$ cat config.mk
export PLATFORM = sky130hd
export DESIGN_NAME = wb_port_arbiter
export DESIGN_NICKNAME = d
export VERILOG_FILES = /design/src/rtl/wb_port_arbiter.sv
export SDC_FILE = /design/constraint.sdc
export NUM_CORES = 1
export LEC_CHECK = 0
export ABC_AREA = 1
export CAP_MARGIN = 20
export CORE_MARGIN = 5
export CORE_UTILIZATION = 23
export DETAILED_ROUTE_END_ITERATION = 16
export PLACE_DENSITY_LB_ADDON = 0.2
export SYNTH_ARGS = -nofsm -noshare
export SYNTH_HDL_FRONTEND = slang
export SYNTH_SLANG_ARGS = --single-unit
$ cat constraint.sdc
create_clock -name clk -period 5.8 [get_ports clk]
set_input_delay 1.16 -clock clk [delete_from_list [all_inputs] [get_ports clk]]
set_output_delay 1.16 -clock clk [all_outputs]
set_load 0.005 [all_outputs]
$ cat src/rtl/wb_port_arbiter.sv
// wb_port_arbiter: round-robin share of N_PORT regfile write ports among N_REQ writeback requesters (req_* in, req_ready out, registered wb_* out, recall squash, contention_cnt)
module wb_port_arbiter #(
  parameter int N_REQ   = 4,
  parameter int N_PORT  = 2,
  parameter int DATA_W  = 32,
  parameter int RD_W    = 6,
  parameter int AL_SIZE = 32,
  parameter int CNT_W   = 16,
  localparam int AL_W   = $clog2(AL_SIZE)
) (
  input  logic                     clk,
  input  logic                     reset,
  input  logic [N_REQ-1:0]         req_valid,
  input  logic [N_REQ*AL_W-1:0]    req_al_idx,
  input  logic [N_REQ*RD_W-1:0]    req_rd,
  input  logic [N_REQ-1:0]         req_uses_rd,
  input  logic [N_REQ*DATA_W-1:0]  req_data,
  output logic [N_REQ-1:0]         req_ready,
  input  logic                     if_recall,
  input  logic [AL_W-1:0]          new_front,
  input  logic [AL_W-1:0]          old_front,
  output logic [N_PORT-1:0]        wb_valid,
  output logic [N_PORT*AL_W-1:0]   wb_al_idx,
  output logic [N_PORT*RD_W-1:0]   wb_rd,
  output logic [N_PORT-1:0]        wb_uses_rd,
  output logic [N_PORT*DATA_W-1:0] wb_data,
  output logic [CNT_W-1:0]         contention_cnt
);
  localparam int RR_W = $clog2(N_REQ);
  localparam int CW   = $clog2(N_REQ + 1);
  logic [AL_W-1:0] d_old, d_i;
  logic [N_REQ-1:0] sq, elig, gnt;
  logic [RR_W-1:0] rr_q, rr_d, idx, last;
  logic [RR_W-1:0] sel [N_PORT];
  logic [N_PORT-1:0] sel_v;
  logic [CW-1:0] n_elig;
  logic taken;
  logic [CNT_W-1:0] cnt_q, cnt_d;
  logic [N_PORT-1:0] wb_valid_q, wb_valid_d, wb_uses_rd_q, wb_uses_rd_d;
  logic [N_PORT*AL_W-1:0] wb_al_idx_q, wb_al_idx_d;
  logic [N_PORT*RD_W-1:0] wb_rd_q, wb_rd_d;
  logic [N_PORT*DATA_W-1:0] wb_data_q, wb_data_d;
  always_comb begin
    d_old = old_front - new_front;
    d_i = '0;
    sq = '0;
    gnt = '0;
    sel_v = '0;
    n_elig = '0;
    last = rr_q;
    idx = '0;
    taken = 1'b0;
    for (int p = 0; p < N_PORT; p++) sel[p] = '0;
    for (int i = 0; i < N_REQ; i++) begin
      d_i = req_al_idx[i*AL_W +: AL_W] - new_front;
      sq[i] = if_recall && d_i != '0 && d_i < d_old;
    end
    elig = req_valid & ~sq;
    for (int k = 0; k < N_REQ; k++) begin
      idx = rr_q + RR_W'(k);
      taken = 1'b0;
      if (elig[idx]) begin
        n_elig = n_elig + 1'b1;
        for (int p = 0; p < N_PORT; p++)
          if (!taken && !sel_v[p]) begin
            sel_v[p] = 1'b1;
            sel[p] = idx;
            taken = 1'b1;
          end
        if (taken) begin
          gnt[idx] = 1'b1;
          last = idx;
        end
      end
    end
    rr_d = |gnt ? last + 1'b1 : rr_q;
    cnt_d = (n_elig > CW'(N_PORT) && !(&cnt_q)) ? cnt_q + 1'b1 : cnt_q;
    wb_valid_d = sel_v;
    wb_uses_rd_d = '0;
    wb_al_idx_d = '0;
    wb_rd_d = '0;
    wb_data_d = '0;
    for (int p = 0; p < N_PORT; p++) begin
      wb_uses_rd_d[p] = sel_v[p] & req_uses_rd[sel[p]];
      wb_al_idx_d[p*AL_W +: AL_W] = sel_v[p] ? req_al_idx[sel[p]*AL_W +: AL_W] : '0;
      wb_rd_d[p*RD_W +: RD_W] = sel_v[p] ? req_rd[sel[p]*RD_W +: RD_W] : '0;
      wb_data_d[p*DATA_W +: DATA_W] = sel_v[p] ? req_data[sel[p]*DATA_W +: DATA_W] : '0;
    end
  end
  assign req_ready = reset ? '0 : gnt | (req_valid & sq);
  always_ff @(posedge clk or posedge reset) begin
    if (reset) begin
      rr_q <= '0;
      cnt_q <= '0;
      wb_valid_q <= '0;
      wb_uses_rd_q <= '0;
      wb_al_idx_q <= '0;
      wb_rd_q <= '0;
      wb_data_q <= '0;
    end else begin
      rr_q <= rr_d;
      cnt_q <= cnt_d;
      wb_valid_q <= wb_valid_d;
      wb_uses_rd_q <= wb_uses_rd_d;
      wb_al_idx_q <= wb_al_idx_d;
      wb_rd_q <= wb_rd_d;
      wb_data_q <= wb_data_d;
    end
  end
  assign wb_valid = wb_valid_q;
  assign wb_uses_rd = wb_uses_rd_q;
  assign wb_al_idx = wb_al_idx_q;
  assign wb_rd = wb_rd_q;
  assign wb_data = wb_data_q;
  assign contention_cnt = cnt_q;
endmodule

# Word-level counts from Yosys, hierarchy flattened
# Index checks and enable logic that the tools add are counted.
dict set report totals {
  reg_bits 108
  in_bits 193
  output_inout_bits 110
}
dict set report classes {
  n_mul 4
  reduce_logical 29
  n_mux 77
  magnitude_cmp 15
  addsub 13
  n_shift 6
  bitwise_logic 9
}
# operator n
set ops {}
lappend ops {{128-bit by 8-bit variable part select with 32-bit output} 2}
lappend ops {{32-bit two-way mux} 2}
lappend ops {{4-bit two-way mux} 13}
lappend ops {{24-bit by 6-bit variable part select with 6-bit output} 2}
lappend ops {{20-bit by 6-bit variable part select with 5-bit output} 2}
lappend ops {{2-bit two-way mux} 18}
lappend ops {{1-bit two-way mux} 28}
lappend ops {{5-bit subtractor} 5}
lappend ops {{5-bit less-than comparator} 4}
lappend ops {{5-bit nonzero test} 4}
lappend ops {{2-bit by 3-bit less-than comparator with 1-bit output (second input constant)} 6}
lappend ops {{16-bit by 1-bit adder with 16-bit output (second input constant)} 1}
lappend ops {{1-bit logical AND} 16}
lappend ops {{4-bit bitwise OR} 4}
lappend ops {{16-bit AND reduction} 1}
lappend ops {{1-bit binary-select mux with 2-bit select} 6}
lappend ops {{6-bit two-way mux} 2}
lappend ops {{2-bit by 3-bit multiplier with 5-bit output (second input constant)} 2}
lappend ops {{5-bit two-way mux} 2}
lappend ops {{4-bit AND} 2}
lappend ops {{1-bit demux with 2-bit select} 4}
lappend ops {{2-bit by 1-bit >= comparator with 1-bit output (second input constant)} 4}
lappend ops {{2-bit by 2-bit multiplier with 4-bit output (second input constant)} 2}
lappend ops {{1-bit logical NOT} 7}
lappend ops {{9 further kinds} 14}

# Depth between registers and ports, before layout
# Gate-level depths: netlist of run 1.
dict set report depth {
  depth_word 33
  mapped_depth 31
}

# Worst setup path after synthesis of run 1
# OpenSTA, ideal clock, no wires.
dict set report synth_timing {
  path_type {input to output}
  start {input port new_front[1]}
  end {output port req_ready[0]}
  arrival_time_ps 4413
  stages 19
  path_slack_ps 227
  required_ps 4640
  path_cell_list {inv_1 -> fa_1 -> xnor2_1 -> ha_1 -> a21o_1 -> a31oi_1 -> nand2_1 -> nand3_1 -> nand2_2 -> nand3_1 -> nand3_1 -> nand2_2 -> inv_2 -> fa_1 -> nor2_1 -> nand2_1 -> nand4_1 -> o21ai_0 -> inv_1}
}
dict set report synth_via {
  elab_chain_cells 27
  elab_cells_between_ends 70
  classes_between {add/sub: 5; order compare: 4; mux: 33; bitwise: 7; reduce/logical: 21}
}
# item line
set synth_rtl {}
lappend synth_rtl {{start, declared} 20} ;# input logic [AL_W-1:0] new_front,
lappend synth_rtl {{branches (longest 25 deep; another with 5-bit subtractor)} -}
lappend synth_rtl {{4-bit bitwise OR (*)} 90} ;# assign req_ready = reset ? '0 : gnt | (req_valid & sq);
lappend synth_rtl {{4-bit two-way mux (*)} 90}
lappend synth_rtl {{end, declared} 18} ;# output logic [N_REQ-1:0] req_ready,
# Every way passes the cells marked *. The select of a mux whose other input is x is not followed.

# Worst setup path after layout of run 1
dict set report layout_timing {
  start {input port new_front[0]}
  end {register wb_rd_q[10] (netlist: wb_rd[10])}
}
dict set report layout_via {
  elab_chain_cells 26
  elab_cells_between_ends 63
  classes_between {add/sub: 5; mul: 1; order compare: 4; shift: 1; mux: 29; bitwise: 2; reduce/logical: 21}
}
# item line
set layout_rtl {}
lappend layout_rtl {{branches (longest 4 deep; another with 5-bit subtractor)} -}
lappend layout_rtl {{4-bit NOT (*)} 58} ;# elig = req_valid & ~sq;
lappend layout_rtl {{4-bit AND (*)} 58}
lappend layout_rtl {{1-bit binary-select mux with 2-bit select} 62} ;# if (elig[idx]) begin
lappend layout_rtl {{1-bit two-way mux (not written as such)} 62}
lappend layout_rtl {{2-bit two-way mux} 62}
lappend layout_rtl {{1-bit two-way mux} 65} ;# if (!taken && !sel_v[p]) begin
lappend layout_rtl {{1-bit two-way mux} 62}
lappend layout_rtl {{[... 8 more ...]} -}
lappend layout_rtl {{1-bit logical NOT} 65}
lappend layout_rtl {{1-bit logical AND} 65}
lappend layout_rtl {{2-bit two-way mux} 65}
lappend layout_rtl {{4-bit two-way mux} 62}
lappend layout_rtl {{2-bit by 2-bit multiplier with 4-bit output} 86} ;# wb_rd_d[p*RD_W +: RD_W] = sel_v[p] ? req_rd[sel[p]*RD_W +: RD_W] : '0;
lappend layout_rtl {{24-bit by 6-bit variable part select with 6-bit output} 86}
lappend layout_rtl {{6-bit two-way mux (*)} 86}
lappend layout_rtl {{named net wb_rd_d[10]} 41} ;# logic [N_PORT*RD_W-1:0] wb_rd_q, wb_rd_d;
lappend layout_rtl {{end signal, assigned} 106} ;# wb_rd_q <= wb_rd_d;
lappend layout_rtl {{end, declared} 41}
# Mark *: on every way through the listed nets, which the timed path passes. The select of a mux whose other input is x is not followed.
# A chain may end at the register's enable or synchronous reset.

==> flow_summary.yaml, run 1 <==
setup_path:
  timing.critical_path.buf_inv: 21
  slowest_stage: "fa_2"
  path_class: "in -> reg"
  cp_top_family: "buffers and inverters"
  path_max_fanout: 6
  cp-start-kind: "input port"
  critPathMostFrequentCell: "buf_4"
  worstPathArrival_ns: 5.96
  cp_slowest_stage_delay_ns: 0.47
  required_ns: 6.08
  crit_path_end_kind: "flop"
routing:
  dr.pass1.iters: 6
  drc: 0
  viasPerCell: 4.84
  via_count: 12100
  initialDrtViolationCount: 968
  route.detailed.wl_per_inst_um: 19.3
  routed_wl_um: 48200
  antenna_left: 0
sta:
  max_slew_margin_pct: 48.3
  fin_crit_ns: 5.68
  tightest_slew_ns: 0.773
  hold_viol_final: 0
  setup_viol: 0
  timing.final.crit_share_pct: 98.0
  slew_viol_final: 0
  fmax_mhz: 176
  clock_skew_ns: 0.0119
  postLayoutSetupSlackWorst_ns: 0.118
floorplan:
  coreArea_sq_mm: 0.0410
  initial_core_util_pct: 23.4
  die_area_sq_mm: 0.0458
  rows: 74
  die_w_um: 214
  pin_count: 303
  die_h_um: 214
cells_and_area:
  final_common_cell: "nand2_1"
  layout-drive-gt1-share_pct: 18.4
  fin_area_sq_mm: 0.0157
  nets: 2201
  stdcell_count: 2503
  final_cell_mix: "384 x nand2_1, 359 x nand3_1, 288 x clkdlybuf4s50_1"
  areaGrowthSynthToFinish_pct: 64.2
yosys:
  synth-xor-area-share_pct: 1.83
  synth_simple_gate_area_share_pct: 47.6
  synth_top_family_by_area: "simple AND/OR/NAND/NOR gates"
  syn_avg_cell_area_sq_um: 6.22
  synth-adder-area-share_pct: 6.61
  seq_area_frac_synth_pct: 28.2
  synth_seq_cells: 108
  yosys.cell_types.count: 35
  synth_compound_area_share_pct: 4.28
  synthCells: 1541
  synth_mux_area_share_pct: 0
  syn_area_sq_mm: 0.00958
  synth_warnings: 0
  synthesis.nets: 1781
clocking:
  clockBufferDepth: 2
  cts_tree: "built"
  clk_latency_ns: 0.37
  cts_buffers: 9
  path_clk_slew_ns: 0.08
  root_buffer: "clkbuf_16"
  htree_levels: 3
  cts_sinks: 108
place:
  post-dp-hpwl_um: 32100
  port-buffer-count: 302
  dp_slack_ns: -0.857
  placed_cells: 2387
  postPlaceCellArea_sq_mm: 0.0138
  gp_congestion: 0.863
min_path:
  hold_class: "reg -> reg"
run_status:
  status: "finished clean"
grt:
  grt_pass1_wl_um: 69900
  met1_usage_pct: 25.8
  grt_pass1_vias: 11900
  use_met2_pct: 31.6
  gr-usage-met3_pct: 3.30
  grt-busiest-layer: "met2"
  overflow: 0
  grt_max_degree: 57
  antenna_found_initial: 5
  grtUsageTotal_pct: 19.1
flow_run:
  cap_viol_max_count: 0
## metrics by stage
step           utilization [%]  hold WS, ns  TNS, ns
2_1_floorplan                -        0.508        0
3_3_place_gp              33.8        0.526    -3.80
3_5_place_dp              33.8        0.536    -5.62
4_1_cts                   36.0        0.556  -0.0213
5_1_grt                   38.3        0.597   -0.198
6_report                  38.3        0.554        0
## what timing repair did
action,4_1_cts,5_1_grt
pin swaps,24,53
hold buffers,0,0
cloned,0,9
endpoints found under the hold margin,0,0
endpoints found under the setup margin,4,110
gates resized for setup,62,130
buffers inserted,63,25
## cells in the mapped netlist, drive strengths merged
cell,instances,share of area (%)
nand2,427,18
nand3b,2,0.16
buf,73,4.4
inv,167,6.6
nor4,3,0.20
a21oi,61,3.3
xnor2,8,0.73
nand4,6,0.39
nor2,204,8.0
a21o,3,0.24
a31oi,2,0.13
clkbuf,14,0.55
or2,2,0.13
dfrtp,108,28
o21ai,11,0.61
xor2,12,1.1
and2,2,0.13
nor3,2,0.10
nand3,387,21
ha,41,5.4
fa,6,1.3
## registers in the layout (all words and copies together) (netlist names)
signal	count
wb_al_idx	10
wb_rd	12
contention_cnt	16
wb_data	64
rr_q	2
wb_uses_rd	2
wb_valid	2
## path summary, 6_finish.rpt
| path | from | to | slack (ns) | cells after the start |
|---|---|---|---|---|
| setup / recovery | new_front[0] | wb_rd[10] | 0.12 | 40 |
| hold / removal | contention_cnt[1] | contention_cnt[1] | 0.55 | 2 |
| setup reg to reg | rr_q[1] | rr_q[0] | 1.01 | 29 |
| hold reg to reg | contention_cnt[1] | contention_cnt[1] | 0.55 | 2 |
| max in group asynchronous | reset | contention_cnt[1] | 3.55 | 3 |
| min in group asynchronous | reset | wb_data[59] | 1.17 | 2 |
## cells by family (layout without fill, tap and decap cells)
family	after synthesis	count (layout)
AO/OA/AOI/OAI	77	77
AND/OR/NAND/NOR	1035	1036
XOR/XNOR	20	20
flip-flops	108	108
buffers and inverters	254	678
adder cells (fa/ha/maj)	47	47
other	0	5
## final cells by class
cell class | instances | area (sq um)
diodes | 5 | 12.5
clock buffers | 9 | 225
clock inverters | 7 | 82.6
fillers | 4299 | 25300
inverters | 167 | 657
multi-input cells | 1180 | 6420
flip-flops and latches | 108 | 2700
well taps | 532 | 666
repair buffers | 495 | 4960
## worst min-delay path: cells and delay by family (launching register included)
kind          cells  cell delay [ns]
flops             1             0.40
simple gates      2             0.12
## routing by layer
layer	vias up	wire (um)
li1	5774	-
met1	5753	21500
met2	531	22500
met3	60	3230
met4	2	1030
met5	-	13
Power of run 1 is not shown: default switching activity piles up to over one toggle a cycle in this logic, so the estimate is an artifact.
==> inputs of run 2 (changes only) <==
- DONT_BUFFER_PORTS: default -> 1
- MAX_ROUTING_LAYER: default -> met4
- REMOVE_ABC_BUFFERS: default -> 1
==> flow_summary.yaml, run 2 (same netlist as run 1, synthesis figures left out) <==
run_status:
  status: "finished clean"
clocking:
  clk_latency_ns: 0.39
  cts_tree: "built"
  htree_levels: 3
  clockBufferDepth: 2
  cts_sinks: 108
  cts_buffers: 9
  root_buffer: "clkbuf_16"
  hold_buffers: 0
  path_clk_slew_ns: 0.09
grt:
  overflow: 0
  grt_pass1_wl_um: 63500
  grt_max_degree: 89
  grt_pass1_vias: 9806
  antenna_found_initial: 0
  grtUsageTotal_pct: 18.3
routing:
  initialDrtViolationCount: 930
  via_count: 10100
  routed_wl_um: 42100
  drc: 0
  viasPerCell: 4.95
  dr.pass1.iters: 7
  route.detailed.wl_per_inst_um: 20.7
  antenna_left: 0
cells_and_area:
  largest_reg_flops: 64
  num_antenna_cells: 0
  stdcell_count: 2033
  final_common_cell: "nand2_1"
  fin_area_sq_mm: 0.0106
  final_cell_mix: "405 x nand2_1, 373 x nand3_1, 201 x nor2_1"
  n_fill_cell: 4592
  layout-drive-gt1-share_pct: 6.86
  areaGrowthSynthToFinish_pct: 10.8
  nets: 1738
setup_path:
  worstPathArrival_ns: 4.29
  cp_top_family: "adder cells"
  required_ns: 4.64
  slowest_stage: "fa_1"
  cp_slowest_stage_delay_ns: 0.46
  path_max_fanout: 4
  path_class: "in -> out"
  critPathMostFrequentCell: "nand2_1"
  timing.critical_path.buf_inv: 3
  cp-start-kind: "input port"
  cp_cell_sequence: "inv_1 > ha_1 > inv_1 > fa_1 > xnor2_4 > ha_1 > a21o_1 > a31oi_1 > nand2_1 > nand3_1 > nand2_1 > nand3_2 > nand2_1 > nand2_1 > nand2_2 > fa_2 > nor2_4 > nand2_1 > nand4_1 > o21ai_0 > inv_1"
  crit_path_end_kind: "output port"
sta:
  clock_skew_ns: 0.0104
  tightest_slew_ns: 0.853
  finalSetupTns_ns: 0
  hold_ws_ns: 0.545
  rsz0062_at_grt: "no"
  fmax_mhz: 183
  timing.final.crit_share_pct: 94.0
  hold_viol_final: 0
  setup_viol: 0
  max_slew_margin_pct: 43.0
  fin_crit_ns: 5.45
  slew_viol_final: 0
floorplan:
  pin_count: 303
  rows: 74
  initial_core_util_pct: 23.4
  die_h_um: 214
  coreArea_sq_mm: 0.0410
  die_area_sq_mm: 0.0458
  die_w_um: 214
min_path:
  hold_class: "in -> async"
place:
  gp_congestion: 0.878
  postPlaceCellArea_sq_mm: 0.0102
  port-buffer-count: 0
  post-dp-hpwl_um: 28900
  placed_cells: 2017
flow_run:
  cap_viol_max_count: 0
run 2: cell types whose count changed in the layout (fill, tap and decap cells not counted), sizes merged:
cell,delta
clkdlybuf4s50,-288
clkinv,-2
dlymetal6s2s,-7
buf,-156
diode,-5
clkbuf,-9
dlygate4sd2,-1
bufinv,+1
clkinvlp,-2
nand2,-1
run 2: worst paths after layout:
path,start,endpoint,slack [ns],cells after the start
worst max register to register,rr_q[0],contention_cnt[7],1.77,19
worst min-delay path,reset,wb_al_idx[1],0.54,1
worst min register to register,contention_cnt[1],contention_cnt[1],0.57,2
min in group clk,contention_cnt[1],contention_cnt[1],0.57,2
worst max-delay path,old_front[0],req_ready[0],0.35,21
max in group asynchronous,reset,wb_data[63],3.56,3
run 2: layout make-up:
type                       count  area, sq um  share of cell area (%)
multi-input combinational   1179         5860                    55.2
sequential                   108         2700                    25.5
tap                          532          666                    6.27
inverter                     167          632                    5.96
timing repair buffer          33          435                    4.10
clock buffer                  10          239                    2.25
clock inverter                 4         73.8                   0.696
run 2: routing by layer:
metal  GRT usage [%]  vias to the layer above  routed length [um]
met5               -                        -                   0
met4            5.97                        0                1190
met3            5.25                       66                3580
met2            28.9                      422               19700
met1            22.6                     4760               17700
li1                -                     4821                   -
run 2: per-stage QoR:
stage / setup slack, ns / utilization, %
2_1_floorplan: -0.233 / -
3_3_place_gp: -0.0312 / 24.9
3_5_place_dp: -0.109 / 24.9
4_1_cts: 0.0651 / 25.7
5_1_grt: 0.00791 / 25.9
6_report: 0.350 / 25.9
run 2: timing repair:
| item | CTS | global route |
|---|---|---|
| pin swaps | 0 | 3 |
| setup endpoints to repair | 4 | 4 |
| gates resized for setup | 1 | 11 |
| buffers inserted | 0 | 2 |
Power of run 2 is left out for the same reason.
==> inputs of run 3 (changes only) <==
- CTS_CLUSTER_DIAMETER: default -> 150
==> results of run 3 <==
Same layout as run 2: the final DEF is identical, and so are final timing and power.
Power of run 3 is left out for the same reason.
